===== src/rtl/output_layer_collector_pkg.sv =====
// Shared defaults and FSM encoding for the output-layer activation collector.
package output_layer_collector_pkg;

    localparam int unsigned DefNeuronNumber = 10;
    localparam int unsigned DefResolution   = 8;

    typedef enum logic [1:0] {
        StCollect    = 2'd0,
        StWaitCommit = 2'd1,
        StDrain      = 2'd2
    } state_e;

endpackage


===== src/rtl/output_layer_collector.sv =====
// Packs the serial output-layer activation stream into a held, double-buffered frame
// register with valid/ready handshakes on both sides and frame-length error detection.
module output_layer_collector
    import output_layer_collector_pkg::*;
#(
    parameter int unsigned NEURON_NUMBER = DefNeuronNumber,
    parameter int unsigned RESOLUTION    = DefResolution
) (
    input  logic                              clk,
    input  logic                              rst_n,
    input  logic                              in_valid_i,
    output logic                              in_ready_o,
    input  logic [RESOLUTION-1:0]             in_data_i,
    input  logic                              in_last_i,
    output logic                              out_valid_o,
    input  logic                              out_ready_i,
    output logic [RESOLUTION*NEURON_NUMBER-1:0] output_activations_o,
    output logic                              frame_error_o
);

    localparam int unsigned IdxW = $clog2(NEURON_NUMBER);
    localparam int unsigned BusW = RESOLUTION * NEURON_NUMBER;
    localparam logic [IdxW-1:0] LastIdx = IdxW'(NEURON_NUMBER - 1);

    state_e          state_q, state_d;
    logic [IdxW-1:0] idx_q, idx_d;
    logic [BusW-1:0] staging_q, staging_d;
    logic [BusW-1:0] out_q, out_d;
    logic            out_valid_q, out_valid_d;
    logic            frame_error_q, frame_error_d;

    logic [BusW-1:0] staging_wr;
    logic            accept;
    logic            out_free;

    assign in_ready_o           = (state_q != StWaitCommit);
    assign accept               = in_valid_i && in_ready_o;
    // Output register can take a new frame if empty or being drained this cycle.
    assign out_free             = !out_valid_q || out_ready_i;
    assign out_valid_o          = out_valid_q;
    assign output_activations_o = out_q;
    assign frame_error_o        = frame_error_q;

    always_comb begin
        state_d       = state_q;
        idx_d         = idx_q;
        staging_d     = staging_q;
        out_d         = out_q;
        out_valid_d   = out_valid_q && !out_ready_i;
        frame_error_d = 1'b0;

        staging_wr = staging_q;
        staging_wr[idx_q*RESOLUTION +: RESOLUTION] = in_data_i;

        unique case (state_q)
            StCollect: begin
                if (accept) begin
                    if (idx_q != LastIdx) begin
                        if (in_last_i) begin
                            frame_error_d = 1'b1;
                            staging_d     = '0;
                            idx_d         = '0;
                        end else begin
                            staging_d = staging_wr;
                            idx_d     = idx_q + IdxW'(1);
                        end
                    end else if (in_last_i) begin
                        staging_d = staging_wr;
                        idx_d     = '0;
                        if (out_free) begin
                            out_d       = staging_wr;
                            out_valid_d = 1'b1;
                        end else begin
                            state_d = StWaitCommit;
                        end
                    end else begin
                        frame_error_d = 1'b1;
                        staging_d     = '0;
                        idx_d         = '0;
                        state_d       = StDrain;
                    end
                end
            end
            StWaitCommit: begin
                if (out_free) begin
                    out_d       = staging_q;
                    out_valid_d = 1'b1;
                    state_d     = StCollect;
                end
            end
            StDrain: begin
                // Overlong frame: swallow beats up to and including its last one.
                if (accept && in_last_i) begin
                    state_d = StCollect;
                    idx_d   = '0;
                end
            end
            default: begin
                state_d = StCollect;
                idx_d   = '0;
            end
        endcase
    end

    always_ff @(posedge clk or negedge rst_n) begin
        if (!rst_n) begin
            state_q       <= StCollect;
            idx_q         <= '0;
            staging_q     <= '0;
            out_q         <= '0;
            out_valid_q   <= 1'b0;
            frame_error_q <= 1'b0;
        end else begin
            state_q       <= state_d;
            idx_q         <= idx_d;
            staging_q     <= staging_d;
            out_q         <= out_d;
            out_valid_q   <= out_valid_d;
            frame_error_q <= frame_error_d;
        end
    end

endmodule


===== config.mk =====
export PLATFORM = sky130hd
export DESIGN_NAME = output_layer_collector
export DESIGN_NICKNAME = d
export VERILOG_FILES = /design/src/rtl/output_layer_collector_pkg.sv /design/src/rtl/output_layer_collector.sv
export SDC_FILE = /design/constraint.sdc
export NUM_CORES = 1
export LEC_CHECK = 0
export CORE_MARGIN = 1.5
export CORE_UTILIZATION = 58
export DETAILED_ROUTE_END_ITERATION = 10
export PLACE_DENSITY_LB_ADDON = 0.05
export SYNTH_ARGS = -nofsm -noshare
export SYNTH_HDL_FRONTEND = slang
export SYNTH_SLANG_ARGS = --single-unit
export TNS_END_PERCENT = 20

===== constraint.sdc =====
create_clock -name clk -period 4.4 [get_ports clk]
set_clock_uncertainty 0.05 [all_clocks]
set_input_delay 0.88 -clock clk [delete_from_list [all_inputs] [get_ports clk]]
set_output_delay 0.88 -clock clk [all_outputs]
set_load 0.01 [all_outputs]

=== Word level (Yosys, flattened, before mapping) ===
Index checks and enable logic that the tools add are counted.

* Flip-flop bits (word level): 168
* Input bits: 13
* Output and inout port bits: 83
* Word-level logic and storage cells: 66

* $add $sub $neg: 2
* Eq/ne operators: 11
* Shifts and indexed selects: 2
* Multiplexer cells: 32
* Bitwise gates (word level): 1
* Reduce and logical (&&, ||, !) cells: 12

{| class="wikitable"
|+ Operators with widths
! cell !! number
|-
| two-way mux 80 bit || 8
|-
| one-hot mux 80 bit (2 select lines) || 1
|-
| bitwise mux 80 bit || 1
|-
| variable shift 8 x 34 -> 80 bit (first input constant) || 1
|-
| variable part select 8 x 34 -> 80 bit || 1
|-
| negator 7 -> 34 bit || 1
|-
| two-way mux 4 bit || 4
|-
| two-way mux 2 bit || 6
|-
| != test 2 bit (second input constant) || 6
|-
| one-hot mux 4 bit (3 select lines) || 1
|-
| two-way mux 1 bit || 9
|-
| one-hot mux 2 bit (3 select lines) || 1
|-
| AND reduction 6 bit || 1
|-
| AND reduction 5 bit || 1
|-
| adder 4 x 1 -> 4 bit (second input constant) || 1
|-
| != test 4 bit (second input constant) || 1
|-
| logical AND 1 bit || 3
|-
| != test 3 bit (second input constant) || 1
|-
| AND reduction 3 bit || 1
|-
| equality test 2 x 1 -> 1 bit (second input constant) || 1
|-
| equality test 2 bit (second input constant) || 1
|-
| logical NOT 1 bit || 2
|-
| logical NOT 2 bit || 1
|-
| != test 2 x 1 -> 1 bit (second input constant) || 1
|-
| other kinds (5) || 5
|}

=== Logic depth before layout (Yosys ltp) ===
Gate-level depths: netlist (run 1).

* Depth in word-level cells: 8
* Mapped depth: 10

=== Worst setup path before layout (run 1) ===
Ideal clock, no wire load.

* Path type: register to register
* Start: register idx_q[0]
* End: register out_q[72] (netlist: output_activations_o[72])
* Setup time: 126 ps
* Arrival time: 2013 ps
* Setup slack: 2211 ps
* Cell stages (with the launch flop): 8
* Path buffers: 1
* Path through: dfrtp_1 buf_2 nor3_1 ha_1 nor4_1 nand2_1 mux2i_1 a21oi_1

* Cells in the longest elaborated chain, start to end: 8
* Elaborated cells between the ends (all ways): 12

{| class="wikitable"
|+ RTL lines
! item !! RTL line !! text
|-
| from (decl) || output_layer_collector.sv:26 || <nowiki>logic [IdxW-1:0] idx_q, idx_d;</nowiki>
|-
| from (signal assigned) || output_layer_collector.sv:115 || <nowiki>idx_q <= idx_d;</nowiki>
|-
| negator 7 -> 34 bit || output_layer_collector.sv:53 || <nowiki>staging_wr[idx_q*RESOLUTION +: RESOLUTION] = in_data_i;</nowiki>
|-
| variable part select 8 x 34 -> 80 bit / variable shift 8 x 34 -> 80 bit (equally long branches) || output_layer_collector.sv:53 ||
|-
| bitwise mux 80 bit || output_layer_collector.sv:53 ||
|-
| two-way mux 80 bit || output_layer_collector.sv:70 || <nowiki>if (out_free) begin</nowiki>
|-
| two-way mux 80 bit || output_layer_collector.sv:67 || <nowiki>end else if (in_last_i) begin</nowiki>
|-
| two-way mux 80 bit || output_layer_collector.sv:58 || <nowiki>if (idx_q != LastIdx) begin</nowiki>
|-
| two-way mux 80 bit || output_layer_collector.sv:57 || <nowiki>if (accept) begin</nowiki>
|-
| one-hot mux 80 bit (2 select lines) || output_layer_collector.sv:55 || <nowiki>unique case (state_q)</nowiki>
|-
| to (signal assigned) || output_layer_collector.sv:117 || <nowiki>out_q <= out_d;</nowiki>
|-
| to (decl) || output_layer_collector.sv:28 || <nowiki>logic [BusW-1:0] out_q, out_d;</nowiki>
|}

Parallel ways exist; a longest one is shown, timed or not. The select of a mux whose other input is x is not followed.
A chain may end at the register's enable or synchronous reset.

=== Final worst setup path (run 1) ===
* Start: register state_q[1]
* End: output port in_ready_o

* Cells in the longest elaborated chain, start to end: 1

{| class="wikitable"
|+ RTL lines
! item !! RTL line !! text
|-
| from (decl) || output_layer_collector.sv:25 || <nowiki>state_e state_q, state_d;</nowiki>
|-
| from (signal assigned) || output_layer_collector.sv:107 || <nowiki>state_q <= StCollect;</nowiki>
|-
| from (signal assigned) || output_layer_collector.sv:114 || <nowiki>state_q <= state_d;</nowiki>
|-
| != test 2 x 1 -> 1 bit || output_layer_collector.sv:36 || <nowiki>assign in_ready_o = (state_q != StWaitCommit);</nowiki>
|-
| to (decl) || output_layer_collector.sv:12 || <nowiki>output logic in_ready_o,</nowiki>
|}

No other way between the ends.

==> run metrics, run 1 <==
Synth Cell Area=7480 um2; crit path time final=3.04 ns; later-pin clock latency in the skew report=0.43 ns; number of CTS-inserted buffers=17; GPL Wtd Cong=0.842; starting density of the core=59.3%; pre-CTS WS=1.20 ns; RSZ-0062 raised after global routing=no; Port Buf Inserts=95; DIE AREA=13600 um2; worst r2r src=idx_q[0]$_DFFE_PN0P_; # H-tree levels=4; vias post-DR=5531; final setup fails=0; number of synthesized flops with an enable pin=0; crit path cell chain=nand2b_1 -> buf_4 -> clkdlybuf4s50_1; sequential fraction of the synthesis area=56.2%; maxcap violations=0; largest net degree at the start of global routing=118; Critical Path End Type=output port; Max Root-Sink Buffers=2; DIE WIDTH=117 um; Yosys reg bits=168; # clock sinks=168; status=completed; area used by multi-input combinational logic=3040 um2; Worst EP arrival=2.11 ns; Total Wirelength=17.6 mm; vias in the first global route=5540; Post-CTS Hold Buffers=0; CTS Root Cell=clkbuf_16; crit path max-delay cell type=clkdlybuf4s50_1; Ys Warns=0; global-route wire length before repair=29.0 mm; Total Routing Usage GR=28.1%; power per cell area=370 nW/um2; LEAKAGE=4.14 nW; dpl hpwl=11.6 mm; slack of the worst reg-to-reg path=1.71 ns; fraction of layout cells with a size suffix above 1=8.65%; most common cell after layout, fill and taps aside=dfrtp_1; Setup TNS=0 ns; IO Count=96; count of different cell masters after synthesis=52; Mapped Cells=673; Worst Path Max Fanout=9; Final Max Tran Viols=0; syn nets=690; CORE AREA=12600 um2; die outline height=117 um; CP Launch Type=flip-flop; maximum vdd drop=0.235 mV; FMAX=0.329 GHz; wire per inst=18.8 um; ys flop type=dfrtp_1; Metal-1 WL=7.94 mm; Detail Route Antenna Nets=0; FF/Latch Area=4200 um2; Worst Tran Pin Value=1.04 ns; fin crit share=69.1%; 1st-iter DRT viols=401; CTS tree=yes; total grt overflow=0; CP top delay family=buffers and inverters; drt first pass iters=5; post-CTS sizing=0; FP Rows=41; buffer and inverter count on the worst path=2; via-per-instance ratio=5.92; most frequent cells in the layout=dfrtp_1, clkdlybuf4s50_1, nor2_1; syn avg cell area=11.1 um2; highest routed metal layer=met4; Max-slew headroom=30.5%; Min-Delay Path Class=reg2reg; WL met3=851 um; DR WL met2=8.49 mm; Largest stage delay, worst path=0.55 ns; post-CTS setup buffer count=0; CP Class=reg2out; filler cell count=964; Crit. Startpoint=state_q[1]$_DFFE_PN0P_; Layout Area Growth over Synthesis=21.5%; antenna cells=0; FFs w/ async S/R, synth=100%; DRC=0; initial antenna violation count=0; hold wc startpoint=staging_q[39]$_DFFE_PN0P_; Clk pin slew, worst setup/hold paths=0.06 ns; Final nets=770; CP Data Required Time=3.47 ns; fin worst setup slack=1.36 ns; Hold Vio Cnt, Final=0
final timing paths:
path,end,depth (start not counted)
worst max register to register,output_activations_o[74]$_DFFE_PN0P_,7
min in group asynchronous,output_activations_o[51]$_DFFE_PN0P_,1
max in group asynchronous,staging_q[70]$_DFFE_PN0P_,2
worst min register to register,staging_q[39]$_DFFE_PN0P_,2
worst min-delay path,staging_q[39]$_DFFE_PN0P_,2
worst max-delay path,in_ready_o,3
logic make-up (layout without fill, tap and decap cells):
| family | Yosys count | after routing | synth area share, % |
|---|---|---|---|
| adders and majority gates | 4 | 4 | 0.669 |
| buffers and inverters | 52 | 142 | 3.26 |
| AOI/OAI and AO/OA | 189 | 189 | 17.4 |
| DFF | 168 | 168 | 56.2 |
| muxes | 74 | 74 | 9.90 |
| and+or+nand+nor | 182 | 182 | 11.8 |
| xor gates and xnor gates | 4 | 4 | 0.819 |
stage by stage:
step           hold slack [ns]  std cells  cell area (um2)  util, %  power, mW
2_1_floorplan            0.401        673             7480        -       1.80
3_3_place_gp             0.414        906             8530     67.6       1.93
3_5_place_dp             0.416        906             8530     67.6       1.94
4_1_cts                  0.429        935             9090     72.0       3.37
5_1_grt                  0.458        935             9090     72.0       3.48
6_report                 0.428        935             9090     72.0       3.37
state kept, by name, summed over array words and instances, names as in the netlist:
register,cells
state_q,2
staging_q,80
idx_q,4
frame_error_o,1
output_activations_o,80
out_valid_o,1
report_power, final:
group | internal [mW] | total (mW) | switching (mW)
combinational | 0.108 | 0.318 | 0.210
sequential | 1.57 | 1.59 | 0.0228
clock | 0.886 | 1.45 | 0.566
total | 2.57 | 3.37 | 0.799
area by class of cell:
cell class	instances	share of cell area [%]
clock buffers	26	5.49
inverters	6	0.248
well taps	172	2.37
multi-input cells	453	33.5
flip-flops and latches	168	46.2
clock inverters	3	0.716
repair buffers	107	11.5
synth_stat cells, types with 2 or more instances:
master	instances	share of area [%]
nor2b_1	2	0.17
ha_1	4	0.67
inv_1	6	0.30
dfrtp_1	168	56
a21oi_1	75	5.0
nand3_1	3	0.20
buf_6	2	0.30
nand2b_1	8	0.67
a31oi_1	7	0.59
nor2_2	4	0.33
o21ai_1	5	0.33
o21ai_2	9	1.1
mux2i_1	74	9.9
and2_0	3	0.25
a21o_1	3	0.30
nor4_1	3	0.25
a22o_1	72	8.4
and3_1	5	0.42
nor2_1	87	4.4
nor3_1	2	0.13
buf_4	3	0.30
o21ai_0	10	0.67
nand4_1	6	0.50
clkbuf_1	22	1.1
buf_2	18	1.2
nor3_2	7	0.94
nand2_1	34	1.7
and2_1	7	0.59
tightest hold or removal path: stages (launching register included):
cell and delay, ns:
dfrtp_1 0.34, nand2_1 0.06, o21ai_2 0.05
layer usage:
| metal | up-vias | GRT usage (%) |
|---|---|---|
| met5 | - | 0 |
| li1 | 2566 | - |
| met2 | 179 | 44.6 |
| met4 | 0 | 10.0 |
| met1 | 2760 | 39.1 |
| met3 | 26 | 5.66 |
No activity file was read; power rests on OpenSTA's default activity.
==> run 2, diff against run 1 <==
Settings changed: CORE_UTILIZATION 58 to 55.
Clock period 4.4 ns to 2.83 ns, I/O delays scaled along.
==> run 2 against run 1 <==
Net effect:
- wire length increased by 2.8%
- first-iteration DRC count decreased by 27%
- design area increased by 3.5%
- combinational power increased by 67%
- critical endpoint unchanged
- highest routed layer unchanged
- setup slack got worse by 1.1 ns
- critical path depth decreased by 1
- sequential power increased by 55%
- core utilization decreased by 1.0 points
- total power increased by 62%
- global-route usage decreased by 1.1 points
- largest power group unchanged
- sequential cell count unchanged
- via count increased by 1.8%
==> run metrics, run 2 (synthesized netlist as in run 1, its figures left out) <==
crit path max-delay cell type=clkdlybuf4s50_1; RSZ-0062 raised after global routing=no; Max-slew headroom=55.9% (+25 points); starting density of the core=56.5% (-2.8 points); initial antenna violation count=0 (unchanged); Worst Path Max Fanout=7 (-2); fraction of layout cells with a size suffix above 1=12.2% (+3.5 points); CP Data Required Time=2.21 ns (-1.26 ns); CORE AREA=13200 um2 (+4.9%); number of CTS-inserted buffers=17 (unchanged); CP Launch Type=flip-flop; buffer and inverter count on the worst path=1 (-1); post-CTS setup buffer count=0 (unchanged); IO Count=96 (unchanged); Largest stage delay, worst path=0.62 ns (+0.07 ns); # clock sinks=168 (unchanged); Worst Tran Pin Value=0.662 ns (-0.381 ns); worst r2r src=idx_q[1]$_DFFE_PN0P_; filler cell count=1036 (+7.5%); Worst EP arrival=1.97 ns (-0.14 ns); vias post-DR=5628 (+1.8%); Detail Route Antenna Nets=0 (unchanged); vias in the first global route=5626 (+1.6%); power per cell area=581 nW/um2 (+57%); Post-CTS Hold Buffers=0 (unchanged); Final nets=793 (+3.0%); pre-CTS WS=0.286 ns (-0.912 ns); status=completed; Critical Path End Type=output port; wire per inst=18.8 um (-0.26%); Final Max Tran Viols=0 (unchanged); later-pin clock latency in the skew report=0.42 ns (about the same); antenna cells=0 (unchanged); Clock power frac=45.0% (+1.8 points); 1st-iter DRT viols=294 (-27%); area used by multi-input combinational logic=3040 um2 (unchanged); Max Root-Sink Buffers=2 (unchanged); DIE WIDTH=120 um (+2.6%); placed cell count=933 (+3.0%); final setup fails=0 (unchanged); Setup TNS=0 ns (unchanged); fin crit share=91.4%; largest net degree at the start of global routing=71 (-40%); slack of the worst reg-to-reg path=0.33 ns (-1.38 ns); crit path cell chain=nand2b_1 -> clkdlybuf4s50_1; Crit. Startpoint=state_q[1]$_DFFE_PN0P_; die outline height=120 um (+2.6%); Final Non-Filler Cells=964 (+3.1%); drt first pass iters=5 (unchanged); Layout Area Growth over Synthesis=25.7%; part of the power in registers=45.2% (-2.2 points); switching portion of total power=24.0% (+0.28 points); Hold Vio Cnt, Final=0 (unchanged); CP top delay family=buffers and inverters; Final Util=71.0% (-1.0 points); Total Routing Usage GR=27.0% (-1.1 points); CP Class=reg2out; maxcap violations=0 (unchanged); post-CTS sizing=0 (unchanged); fin worst setup slack=0.244 ns (-1.12 ns); FP Rows=42 (+2.4%); crit path time final=2.59 ns; Min-Delay Path Class=in2async; global-route wire length before repair=29.9 mm (+3.2%); via-per-instance ratio=5.84 (-1.3%); P_int=4.15 mW (+62%); Port Buf Inserts=95 (unchanged); total grt overflow=0 (unchanged); LEAKAGE=4.31 nW (+4.0%); CTS tree=yes; GPL Wtd Cong=0.853 (+1.3%); Clk pin slew, worst setup/hold paths=0.06 ns (about the same); DIE AREA=14300 um2 (+5.3%); Combinational Power Share=9.7% (+0.2 points); # H-tree levels=4 (unchanged); most common cell after layout, fill and taps aside=dfrtp_1; most frequent cells in the layout=dfrtp_1, clkdlybuf4s50_1, nor2_1; FF/Latch Area=4200 um2 (unchanged); DRC=0 (unchanged); FMAX=0.387 GHz; Psw=1.31 mW (+64%); Total Wirelength=18.1 mm (+2.8%); dpl hpwl=12.2 mm (+5.3%); maximum vdd drop=0.316 mV (+35%); CTS Root Cell=clkbuf_16
==> run 2: layer usage <==
metal  vias to the layer above  track usage (%)  part of all wire [%]
li1                       2611                -                     -
met1                      2833             37.9                    46
met2                       156             42.2                    48
met3                        28             4.42                   4.2
met4                         0             10.9                   2.3
met5                         -                0                     0
==> run 2: stage by stage <==
step                      power, mW  hold WS, ns  area (um2)
after CTS                      5.49        0.129        9400
after floorplan                2.80        0.220        7480
after global placement         3.03        0.412        8780
after global routing           5.65        0.157        9400
after detailed placement       3.04        0.421        8780
final                          5.46        0.114        9400
==> run 2: cell type report <==
| type | count | area share [%] |
|---|---|---|
| clock inverter | 12 | 1.84 |
| timing repair buffer | 130 | 13.7 |
| clock buffer | 19 | 4.82 |
| multi-input combinational | 453 | 32.3 |
| inverter | 6 | 0.239 |
| sequential | 168 | 44.7 |
| tap | 176 | 2.34 |
==> run 2: final timing paths <==
kind / end / cells after the start
max: in_ready_o / 2
min: output_activations_o[55]$_DFFE_PN0P_ / 1
max reg2reg: output_activations_o[76]$_DFFE_PN0P_ / 7
min reg2reg: staging_q[39]$_DFFE_PN0P_ / 2
max in group asynchronous: staging_q[14]$_DFFE_PN0P_ / 2
min in group clk: staging_q[39]$_DFFE_PN0P_ / 2
==> run 2: power groups by stage <==
stage,clock (mW),combinational (mW),sequential [mW]
2_1_floorplan,0,0.281,2.52
3_3_place_gp,0,0.517,2.51
5_1_grt,2.59,0.582,2.48
6_report,2.46,0.532,2.47
4_1_cts,2.48,0.534,2.47
3_5_place_dp,0,0.530,2.51
==> run 3, diff against run 2 <==
Settings changed: CORE_ASPECT_RATIO from default to 1.5.
==> run 3 against run 2 <==
Net effect:
- setup slack better by 0.0034 ns
- cell count is 1.9% lower
- core utilization is 1.7 points lower
- via count is 0.43% higher
- combinational power is 2% lower
- global-route usage is 0.31 points lower
- total power is 2.1% lower
- sequential power hardly changed
- maximum frequency is 0.13% higher
- critical path type is now reg2reg
- critical endpoint is now output_activations_o[36]$_DFFE_PN0P_
==> run metrics, run 3 (synthesized netlist as in run 1, its figures left out) <==
global-route wire length before repair=30.1 mm (+0.56%); Clk pin slew, worst setup/hold paths=0.07 ns (about the same); Placed Area=8690 um2 (-1.1%); CTS tree=yes; Worst Path Max Fanout=12 (+5); Worst Tran Pin Value=0.623 ns (-0.0382 ns); most common cell after layout, fill and taps aside=dfrtp_1; wire per inst=19.4 um (+3.2%); LEAKAGE=4.25 nW (-1.3%); FMAX=0.387 GHz (+0.13%); fraction of layout cells with a size suffix above 1=11.7% (-0.45 points); vias in the first global route=5735 (+1.9%); DIE WIDTH=98.2 um (-18%); fin crit share=91.3% (-0.12 points); power per cell area=576 nW/um2 (-0.86%); via-per-instance ratio=5.97 (+2.3%); Setup TNS=0 ns (unchanged); Final Instance Area=9290 um2 (-1.2%); worst r2r src=idx_q[0]$_DFFE_PN0P_; Min-Delay Path Class=in2async; CP Data Required Time=3.08 ns (+0.87 ns); CP Launch Type=flip-flop; FP Rows=52 (+24%); Detail Route Antenna Nets=0 (unchanged); Total Routing Usage GR=26.7% (-0.31 points); # H-tree levels=4 (unchanged); Pwr Total=5.35 mW (-2.1%); antenna cells=0 (unchanged); Max-slew headroom=58.4% (+2.5 points); later-pin clock latency in the skew report=0.42 ns (about the same); maxcap violations=0 (unchanged); crit path max-delay cell type=a211oi_4; crit path time final=2.58 ns (-0.00342 ns); most frequent cells in the layout=dfrtp_1, clkdlybuf4s50_1, nor2_1; starting density of the core=55.8% (-0.68 points); GPL Wtd Cong=0.958 (+12%); slack of the worst reg-to-reg path=0.25 ns (-0.08 ns); die outline height=146 um (+22%); r2r worst-path depth=7 (unchanged); 1st-iter DRT viols=346 (+18%); FF/Latch Area=4200 um2 (unchanged); Largest stage delay, worst path=0.57 ns (-0.05 ns); initial antenna violation count=0 (unchanged); Worst EP arrival=2.83 ns (+0.86 ns); Critical Path End Type=flip-flop; placed cell count=914 (-2.0%); CTS Root Cell=clkbuf_16; Final Max Tran Viols=0 (unchanged); DRC=0 (unchanged); filler cell count=1009 (-2.6%); dpl hpwl=12.8 mm (+5.2%); RSZ-0062 raised after global routing=no; area used by multi-input combinational logic=3040 um2 (unchanged); number of CTS-inserted buffers=17 (unchanged); CORE AREA=13400 um2 (+1.2%); Post-CTS Hold Buffers=0 (unchanged); RR Endpoint=output_activations_o[36]$_DFFE_PN0P_; DIE AREA=14300 um2 (+0.10%); buffer and inverter count on the worst path=1 (unchanged); Hold Vio Cnt, Final=0 (unchanged); crit path cell chain=inv_1 -> ha_1 -> xnor2_2 -> nand3_2 -> a211oi_4 -> mux2i_1 -> a21oi_1; Max Root-Sink Buffers=2 (unchanged); status=completed; Final Util=69.3% (-1.7 points); Final Non-Filler Cells=946 (-1.9%); drt first pass iters=5 (unchanged); Port Buf Inserts=95 (unchanged); largest net degree at the start of global routing=99 (+39%); final setup fails=0 (unchanged); # clock sinks=168 (unchanged); Layout Area Growth over Synthesis=24.1%; post-CTS setup buffer count=0 (unchanged); post-CTS sizing=0 (unchanged); Final nets=788 (-0.63%); total grt overflow=0 (unchanged); Total Wirelength=18.3 mm (+1.2%); vias post-DR=5652 (+0.43%); maximum vdd drop=0.435 mV (+38%); CP top delay family=compound AO/OA/AOI/OAI gates; IO Count=96 (unchanged); CP Class=reg2reg
-- run 3: metrics by stage --
| stage | hold WS [ns] | setup WS (ns) |
|---|---|---|
| floorplan | 0.220 | 0.641 |
| global placement | 0.414 | 0.366 |
| detailed placement | 0.416 | 0.287 |
| CTS | 0.0930 | 0.266 |
| global route | 0.112 | 0.0445 |
| finish | 0.0773 | 0.247 |
-- run 3: routing by layer --
| layer | GRT usage (%) | vias up | part of all wire (%) |
|---|---|---|---|
| li1 | - | 2595 | - |
| met1 | 33.4 | 2863 | 41 |
| met2 | 45.1 | 153 | 52 |
| met3 | 5.04 | 41 | 3.4 |
| met4 | 11.5 | 0 | 3.4 |
| met5 | 0 | - | 0 |
-- run 3: power breakdown --
part | total (mW) | switching, mW | internal, mW
combinational | 0.523 | 0.337 | 0.186
sequential | 2.48 | 0.0355 | 2.44
clock | 2.35 | 1.00 | 1.35
total | 5.35 | 1.37 | 3.98
-- run 3: area by class of cell --
cell class / count / share of cell area, %
well taps: 162 / 2.18
clock inverters: 14 / 1.75
repair buffers: 125 / 13.1
flip-flops and latches: 168 / 45.3
multi-input cells: 453 / 32.7
clock buffers: 18 / 4.73
inverters: 6 / 0.242
-- run 3: how the worst max path moves through the flow --
stage / start / cells after the start / slack (ns) / end
2_1_floorplan: idx_q[0]$_DFFE_PN0P_ / 7 / 0.64 / output_activations_o[72]$_DFFE_PN0P_
3_3_place_gp: in_last_i / 6 / 0.37 / output_activations_o[5]$_DFFE_PN0P_
3_5_place_dp: idx_q[2]$_DFFE_PN0P_ / 7 / 0.29 / output_activations_o[8]$_DFFE_PN0P_
4_1_cts: idx_q[2]$_DFFE_PN0P_ / 7 / 0.27 / output_activations_o[8]$_DFFE_PN0P_
5_1_grt: idx_q[2]$_DFFE_PN0P_ / 7 / 0.04 / output_activations_o[8]$_DFFE_PN0P_
6_report: idx_q[0]$_DFFE_PN0P_ / 7 / 0.25 / output_activations_o[36]$_DFFE_PN0P_
-- run 3: worst reg2reg max path, cell delays in order, from the launching register on --
cell and delay (ns):
dfrtp_1 0.55, inv_1 0.09, ha_1 0.30, xnor2_2 0.26
nand3_2 0.19, a211oi_4 0.57, mux2i_1 0.35, a21oi_1 0.10
